File: src/rtl/branch_ctrl_pkg.sv
// Shared encodings for the branch controller: opcodes, JCC conditions, flag bit
// positions and FSM states.
package branch_ctrl_pkg;

    localparam logic [2:0] OpNop  = 3'd0;
    localparam logic [2:0] OpJmp  = 3'd1;
    localparam logic [2:0] OpJcc  = 3'd2;
    localparam logic [2:0] OpCall = 3'd3;
    localparam logic [2:0] OpRet  = 3'd4;
    localparam logic [2:0] OpHlt  = 3'd5;

    localparam logic [2:0] CondAlways = 3'd0;
    localparam logic [2:0] CondC      = 3'd1;
    localparam logic [2:0] CondNc     = 3'd2;
    localparam logic [2:0] CondZ      = 3'd3;
    localparam logic [2:0] CondNz     = 3'd4;
    localparam logic [2:0] CondS      = 3'd5;
    localparam logic [2:0] CondNs     = 3'd6;
    localparam logic [2:0] CondNever  = 3'd7;

    localparam int unsigned FlagC = 0;
    localparam int unsigned FlagZ = 1;
    localparam int unsigned FlagS = 2;

    typedef enum logic [1:0] {
        StRun   = 2'd0,
        StFlush = 2'd1,
        StHalt  = 2'd2
    } state_e;

endpackage

File: src/rtl/branch_ctrl_ret_stack.sv
// Return-address LIFO holding up to DEPTH program counter values.
// Push when full and pop when empty are ignored; the caller flags those cases.
module branch_ctrl_ret_stack #(
    parameter int unsigned AW    = 8,
    parameter int unsigned DEPTH = 4
) (
    input  logic          clk,
    input  logic          rst_n,
    input  logic          i_push,
    input  logic          i_pop,
    input  logic [AW-1:0] i_push_data,
    output logic [AW-1:0] o_pop_data,
    output logic          o_full,
    output logic          o_empty
);

    localparam int unsigned IW = $clog2(DEPTH);
    localparam int unsigned CW = $clog2(DEPTH + 1);

    logic [AW-1:0] r_mem [DEPTH];
    logic [CW-1:0] r_cnt;
    logic [IW-1:0] w_top_idx;

    // Index arithmetic wraps in IW bits, so a full stack still points at the last entry.
    assign w_top_idx  = r_cnt[IW-1:0] - IW'(1);
    assign o_pop_data = r_mem[w_top_idx];
    assign o_full     = (r_cnt == CW'(DEPTH));
    assign o_empty    = (r_cnt == '0);

    always_ff @(posedge clk or negedge rst_n) begin
        if (!rst_n) begin
            r_cnt <= '0;
            for (int i = 0; i < int'(DEPTH); i++) begin
                r_mem[i] <= '0;
            end
        end else if (i_push && !o_full) begin
            r_mem[r_cnt[IW-1:0]] <= i_push_data;
            r_cnt                <= r_cnt + CW'(1);
        end else if (i_pop && !o_empty) begin
            r_cnt <= r_cnt - CW'(1);
        end
    end

endmodule

File: src/rtl/branch_ctrl.sv
// Program counter and branch resolution against the registered ALU flags, with a
// return-address stack and a RUN/FLUSH/HALT sequencer.
module branch_ctrl
    import branch_ctrl_pkg::*;
#(
    parameter int unsigned AW    = 8,
    parameter int unsigned DEPTH = 4
) (
    input  logic          clk,
    input  logic          rst_n,
    input  logic          en,
    input  logic [2:0]    op,
    input  logic [2:0]    cond,
    input  logic [AW-1:0] target,
    input  logic [2:0]    f,
    output logic [AW-1:0] pc,
    output logic          taken,
    output logic          flush,
    output logic          halted,
    output logic          stk_ovf,
    output logic          stk_unf
);

    function automatic logic cond_true(input logic [2:0] c, input logic [2:0] fl);
        logic res;
        case (c)
            CondAlways: res = 1'b1;
            CondC:      res = fl[FlagC];
            CondNc:     res = !fl[FlagC];
            CondZ:      res = fl[FlagZ];
            CondNz:     res = !fl[FlagZ];
            CondS:      res = fl[FlagS];
            CondNs:     res = !fl[FlagS];
            CondNever:  res = 1'b0;
            default:    res = 1'b0;
        endcase
        return res;
    endfunction

    state_e        r_state, w_state_d;
    logic [AW-1:0] r_pc, w_pc_d, w_pc_inc;
    logic          r_taken, w_taken_d;
    logic          r_ovf, w_ovf_d;
    logic          r_unf, w_unf_d;
    logic          w_push, w_pop;
    logic [AW-1:0] w_pop_data;
    logic          w_full, w_empty;

    assign w_pc_inc = r_pc + AW'(1);

    branch_ctrl_ret_stack #(
        .AW    (AW),
        .DEPTH (DEPTH)
    ) u_ret_stack (
        .clk         (clk),
        .rst_n       (rst_n),
        .i_push      (w_push),
        .i_pop       (w_pop),
        .i_push_data (w_pc_inc),
        .o_pop_data  (w_pop_data),
        .o_full      (w_full),
        .o_empty     (w_empty)
    );

    always_comb begin
        w_state_d = r_state;
        w_pc_d    = r_pc;
        w_taken_d = 1'b0;
        w_ovf_d   = r_ovf;
        w_unf_d   = r_unf;
        w_push    = 1'b0;
        w_pop     = 1'b0;
        if (en) begin
            case (r_state)
                StRun: begin
                    case (op)
                        OpJmp: begin
                            w_pc_d    = target;
                            w_taken_d = 1'b1;
                            w_state_d = StFlush;
                        end
                        OpJcc: begin
                            if (cond_true(cond, f)) begin
                                w_pc_d    = target;
                                w_taken_d = 1'b1;
                                w_state_d = StFlush;
                            end else begin
                                w_pc_d = w_pc_inc;
                            end
                        end
                        OpCall: begin
                            if (!w_full) begin
                                w_push    = 1'b1;
                                w_pc_d    = target;
                                w_taken_d = 1'b1;
                                w_state_d = StFlush;
                            end else begin
                                w_ovf_d = 1'b1;
                                w_pc_d  = w_pc_inc;
                            end
                        end
                        OpRet: begin
                            if (!w_empty) begin
                                w_pop     = 1'b1;
                                w_pc_d    = w_pop_data;
                                w_taken_d = 1'b1;
                                w_state_d = StFlush;
                            end else begin
                                w_unf_d = 1'b1;
                                w_pc_d  = w_pc_inc;
                            end
                        end
                        OpHlt:   w_state_d = StHalt;
                        default: w_pc_d = w_pc_inc;
                    endcase
                end
                StFlush: w_state_d = StRun;
                StHalt:  w_state_d = StHalt;
                default: w_state_d = StRun;
            endcase
        end
    end

    always_ff @(posedge clk or negedge rst_n) begin
        if (!rst_n) begin
            r_state <= StRun;
            r_pc    <= '0;
            r_taken <= 1'b0;
            r_ovf   <= 1'b0;
            r_unf   <= 1'b0;
        end else begin
            r_state <= w_state_d;
            r_pc    <= w_pc_d;
            r_taken <= w_taken_d;
            r_ovf   <= w_ovf_d;
            r_unf   <= w_unf_d;
        end
    end

    assign pc      = r_pc;
    assign taken   = r_taken;
    assign flush   = (r_state == StFlush);
    assign halted  = (r_state == StHalt);
    assign stk_ovf = r_ovf;
    assign stk_unf = r_unf;

endmodule

File: config.mk
export PLATFORM = sky130hd
export DESIGN_NAME = branch_ctrl
export DESIGN_NICKNAME = d
export VERILOG_FILES = /design/src/rtl/branch_ctrl_pkg.sv /design/src/rtl/branch_ctrl_ret_stack.sv /design/src/rtl/branch_ctrl.sv
export SDC_FILE = /design/constraint.sdc
export NUM_CORES = 1
export LEC_CHECK = 0
export BUFFER_PORTS_ARGS = -buffer_cell sky130_fd_sc_hd__buf_4
export CELL_PAD_IN_SITES_DETAIL_PLACEMENT = 1
export CELL_PAD_IN_SITES_GLOBAL_PLACEMENT = 2
export CORE_MARGIN = 4
export CORE_UTILIZATION = 39
export DETAILED_ROUTE_END_ITERATION = 8
export PLACE_DENSITY_LB_ADDON = 0.15
export SETUP_SLACK_MARGIN = 0.5
export SLEW_MARGIN = 15
export SYNTH_ARGS = -nofsm -noshare
export SYNTH_HDL_FRONTEND = slang
export SYNTH_SLANG_ARGS = --single-unit
export TNS_END_PERCENT = 10
File: constraint.sdc
create_clock -name clk -period 5.2 [get_ports clk]
set_clock_uncertainty 0.05 [all_clocks]
set_input_delay 1.04 -clock clk [delete_from_list [all_inputs] [get_ports clk]]
set_output_delay 1.04 -clock clk [all_outputs]
set_load 0.02 [all_outputs]
==> results.sh <==
export IMPL_cts_buffers=5
export IMPL_grt_max_degree=49
export IMPL_power_w=0.00164
export IMPL_required_ns=5.35
export IMPL_yosys_warnings=0
export IMPL_yosysSeqAreaShare=0.480
export IMPL_timing_final_ws_setup_ns=2.28
export IMPL_critPathKind="flip-flop to flip-flop"
export IMPL_cts_htree_levels=2
export IMPL_hold_ws_ns=0.428
export IMPL_final_layout_size_suffix_gt1_frac=0.209
export IMPL_max_freq_ghz=0.343
export IMPL_cts_root_buf="clkbuf_8"
export IMPL_fp_dieArea_um2=7760
export IMPL_dieHeight_um=88.1
export IMPL_status="finished, final reports clean"
export IMPL_drt_iter0_drc=41
export IMPL_final_cell_mix="dfrtp_1 (48), o21ai_0 (36), nand2_1 (35)"
export IMPL_ant_nets=0
export IMPL_dpl_hpwl_um=4450
export IMPL_wire_per_inst_um=17.6
export IMPL_vias=1890
export IMPL_grt_use_total=0.174
export IMPL_syn_inst=244
export IMPL_period_share=0.561
export IMPL_maxCapViolCount=0
export IMPL_period_minus_slack_ns=2.92
export IMPL_areaGrowthSynthToFinish_pct=15.4
export IMPL_nets=298
export IMPL_start_util=0.413
export IMPL_synth_area_um2=2500
export IMPL_viasPerCell=5.43
export IMPL_routabilityCongestion=0.719
export IMPL_drt_total_wl_um=6140
export IMPL_grt_pass1_wl_um=10100
export IMPL_worst_pin_slew_ns=0.910
export IMPL_syn_avg_cell_area_um2=10.3
export IMPL_overflow=0
export IMPL_portBuffers=32
export IMPL_ys_seq_elements=48
export IMPL_crit_path_start_kind="flip-flop"
export IMPL_leakagePower_nw=1.27
export IMPL_place_ws_ns=2.18
export IMPL_cts_buffer_depth=2
export IMPL_finalSetupTns_ns=0
export IMPL_hold_viol=0
export IMPL_antenna_cells=0
export IMPL_n_fill_cell=703
export IMPL_final_common_cell="dfrtp_1"
export IMPL_critPathCaptureType="flip-flop"
export IMPL_antenna_found_initial=0
export IMPL_worst_slew_margin_rel=0.389
export IMPL_async_reset_ff_frac=1.00
export IMPL_yosysUniqueCellTypes=41
export IMPL_io_pins=33
export IMPL_clk_pin_slew_ns=0.09
export IMPL_syn_nets=270
export IMPL_path_max_fanout=13
export IMPL_setup_viol=0
export IMPL_post_cts_setup_buffer_count=0
export IMPL_fp_row_count=28
export IMPL_power_density_nw_per_um2=567
export IMPL_vdd_drop_max_mv=0.204
export IMPL_rsz0062_at_grt="no"
export IMPL_grt_pass1_vias=1953
export IMPL_synth_edff_count=0
export IMPL_hold_class="flip-flop to flip-flop"
export IMPL_critPathArrivalTime_ns=3.06
export IMPL_firstDrtPassIters=4
export IMPL_cts_sinks=48
export IMPL_die_width_um=88.1
export IMPL_slew_viol_final=0
export IMPL_design_core_area_um2=6060
export IMPL_clkLatencyLatePin_ns=0.30
export IMPL_cts_tree="yes"
export IMPL_drc=0
export IMPL_cts_resized=0
export IMPL_synth_ff_type="dfrtp_1"
export IMPL_cts_hold_buf=0
[sequential cells by signal (all words and copies together) (netlist names)]
register           cells
r_state                2
u_ret_stack.r_cnt      3
u_ret_stack.r_mem     32
pc                     8
taken                  1
stk_ovf                1
stk_unf                1
[cell usage after synthesis (2+ instances only)]
cell	count	area, um2
nor2b_1	5	31.3
ha_1	5	62.6
o21bai_1	4	30.0
nor2_1	15	56.3
nand2_1	35	131
nor3b_1	4	30.0
nand3_1	11	55.1
a21oi_1	9	45.0
and2_1	2	12.5
a31oi_1	5	31.3
a31o_2	3	26.3
mux4_2	8	180
nand2b_1	4	25.0
inv_1	4	15.0
buf_2	4	20.0
clkbuf_1	3	11.3
o21ai_0	36	180
a221oi_1	2	17.5
nor3_1	4	20.0
dfrtp_1	48	1200
buf_6	3	33.8
xor2_1	3	26.3
mux2_2	5	56.3
a32oi_1	2	17.5
xnor2_1	4	35.0
[final timing paths]
path | start | endpoint | slack [ns] | cells past startpoint
setup / recovery | u_ret_stack.r_cnt[0] | u_ret_stack.r_cnt[1] | 2.28 | 6
hold / removal | stk_unf | stk_unf | 0.43 | 1
setup reg to reg | u_ret_stack.r_cnt[0] | u_ret_stack.r_cnt[1] | 2.28 | 6
hold reg to reg | stk_unf | stk_unf | 0.43 | 1
max in group asynchronous | rst_n | u_ret_stack.r_mem[7] | 3.99 | 1
min in group asynchronous | rst_n | u_ret_stack.r_mem[11] | 0.70 | 1
[critical path, cell delays in order (launching register included)]
cell     delay [ns]
dfrtp_1        0.82
inv_1          0.16
ha_1           0.34
nor2b_1        0.21
nor2b_1        0.58
o21ai_0        0.31
mux2_2         0.33
[kinds of logic (layout without fill, tap and decap cells)]
kind of cell | count (synthesis) | after routing | share of synthesized area
simple gates | 87 | 87 | 0.168
compound gates | 67 | 67 | 0.163
flops | 48 | 48 | 0.480
buf+inv | 15 | 44 | 0.0335
mux | 14 | 14 | 0.0985
xor+xnor | 7 | 7 | 0.0245
fa+ha+maj | 6 | 6 | 0.0330
[final cells by class]
type	instances	area (um2)	area share
Tap cell	75	93.8	0.0325
Clock buffer	6	82.6	0.0286
Timing Repair Buffer	32	240	0.0832
Clock inverter	2	38.8	0.0134
Multi-Input combinational cell	181	1220	0.421
Inverter	4	15.0	0.00520
Sequential cell	48	1200	0.416
[per-layer routing]
metal / GRT usage / wire (um) / vias to the layer above
met1: 0.243 / 3000 / 918
met5: 0 / 0 / -
li1: - / - / 930
met4: 0.0453 / 63 / 0
met2: 0.277 / 2780 / 36
met3: 0.0367 / 295 / 6
[where the power goes]
group	total (W)	switching (W)	internal [W]
Sequential	0.000663	0.000146	0.000517
Combinational	0.000685	0.000376	0.000310
Clock	0.000290	0.000133	0.000157
Total	0.00164	0.000655	0.000984
[stage by stage]
step / util / instance area (um2) / cells
after floorplan: - / 2500 / 244
after global placement: 0.457 / 2770 / 340
after detailed placement: 0.457 / 2770 / 340
after CTS: 0.477 / 2890 / 348
after global routing: 0.477 / 2890 / 348
final: 0.477 / 2890 / 348
No activity file was read; power rests on OpenSTA's default activity.
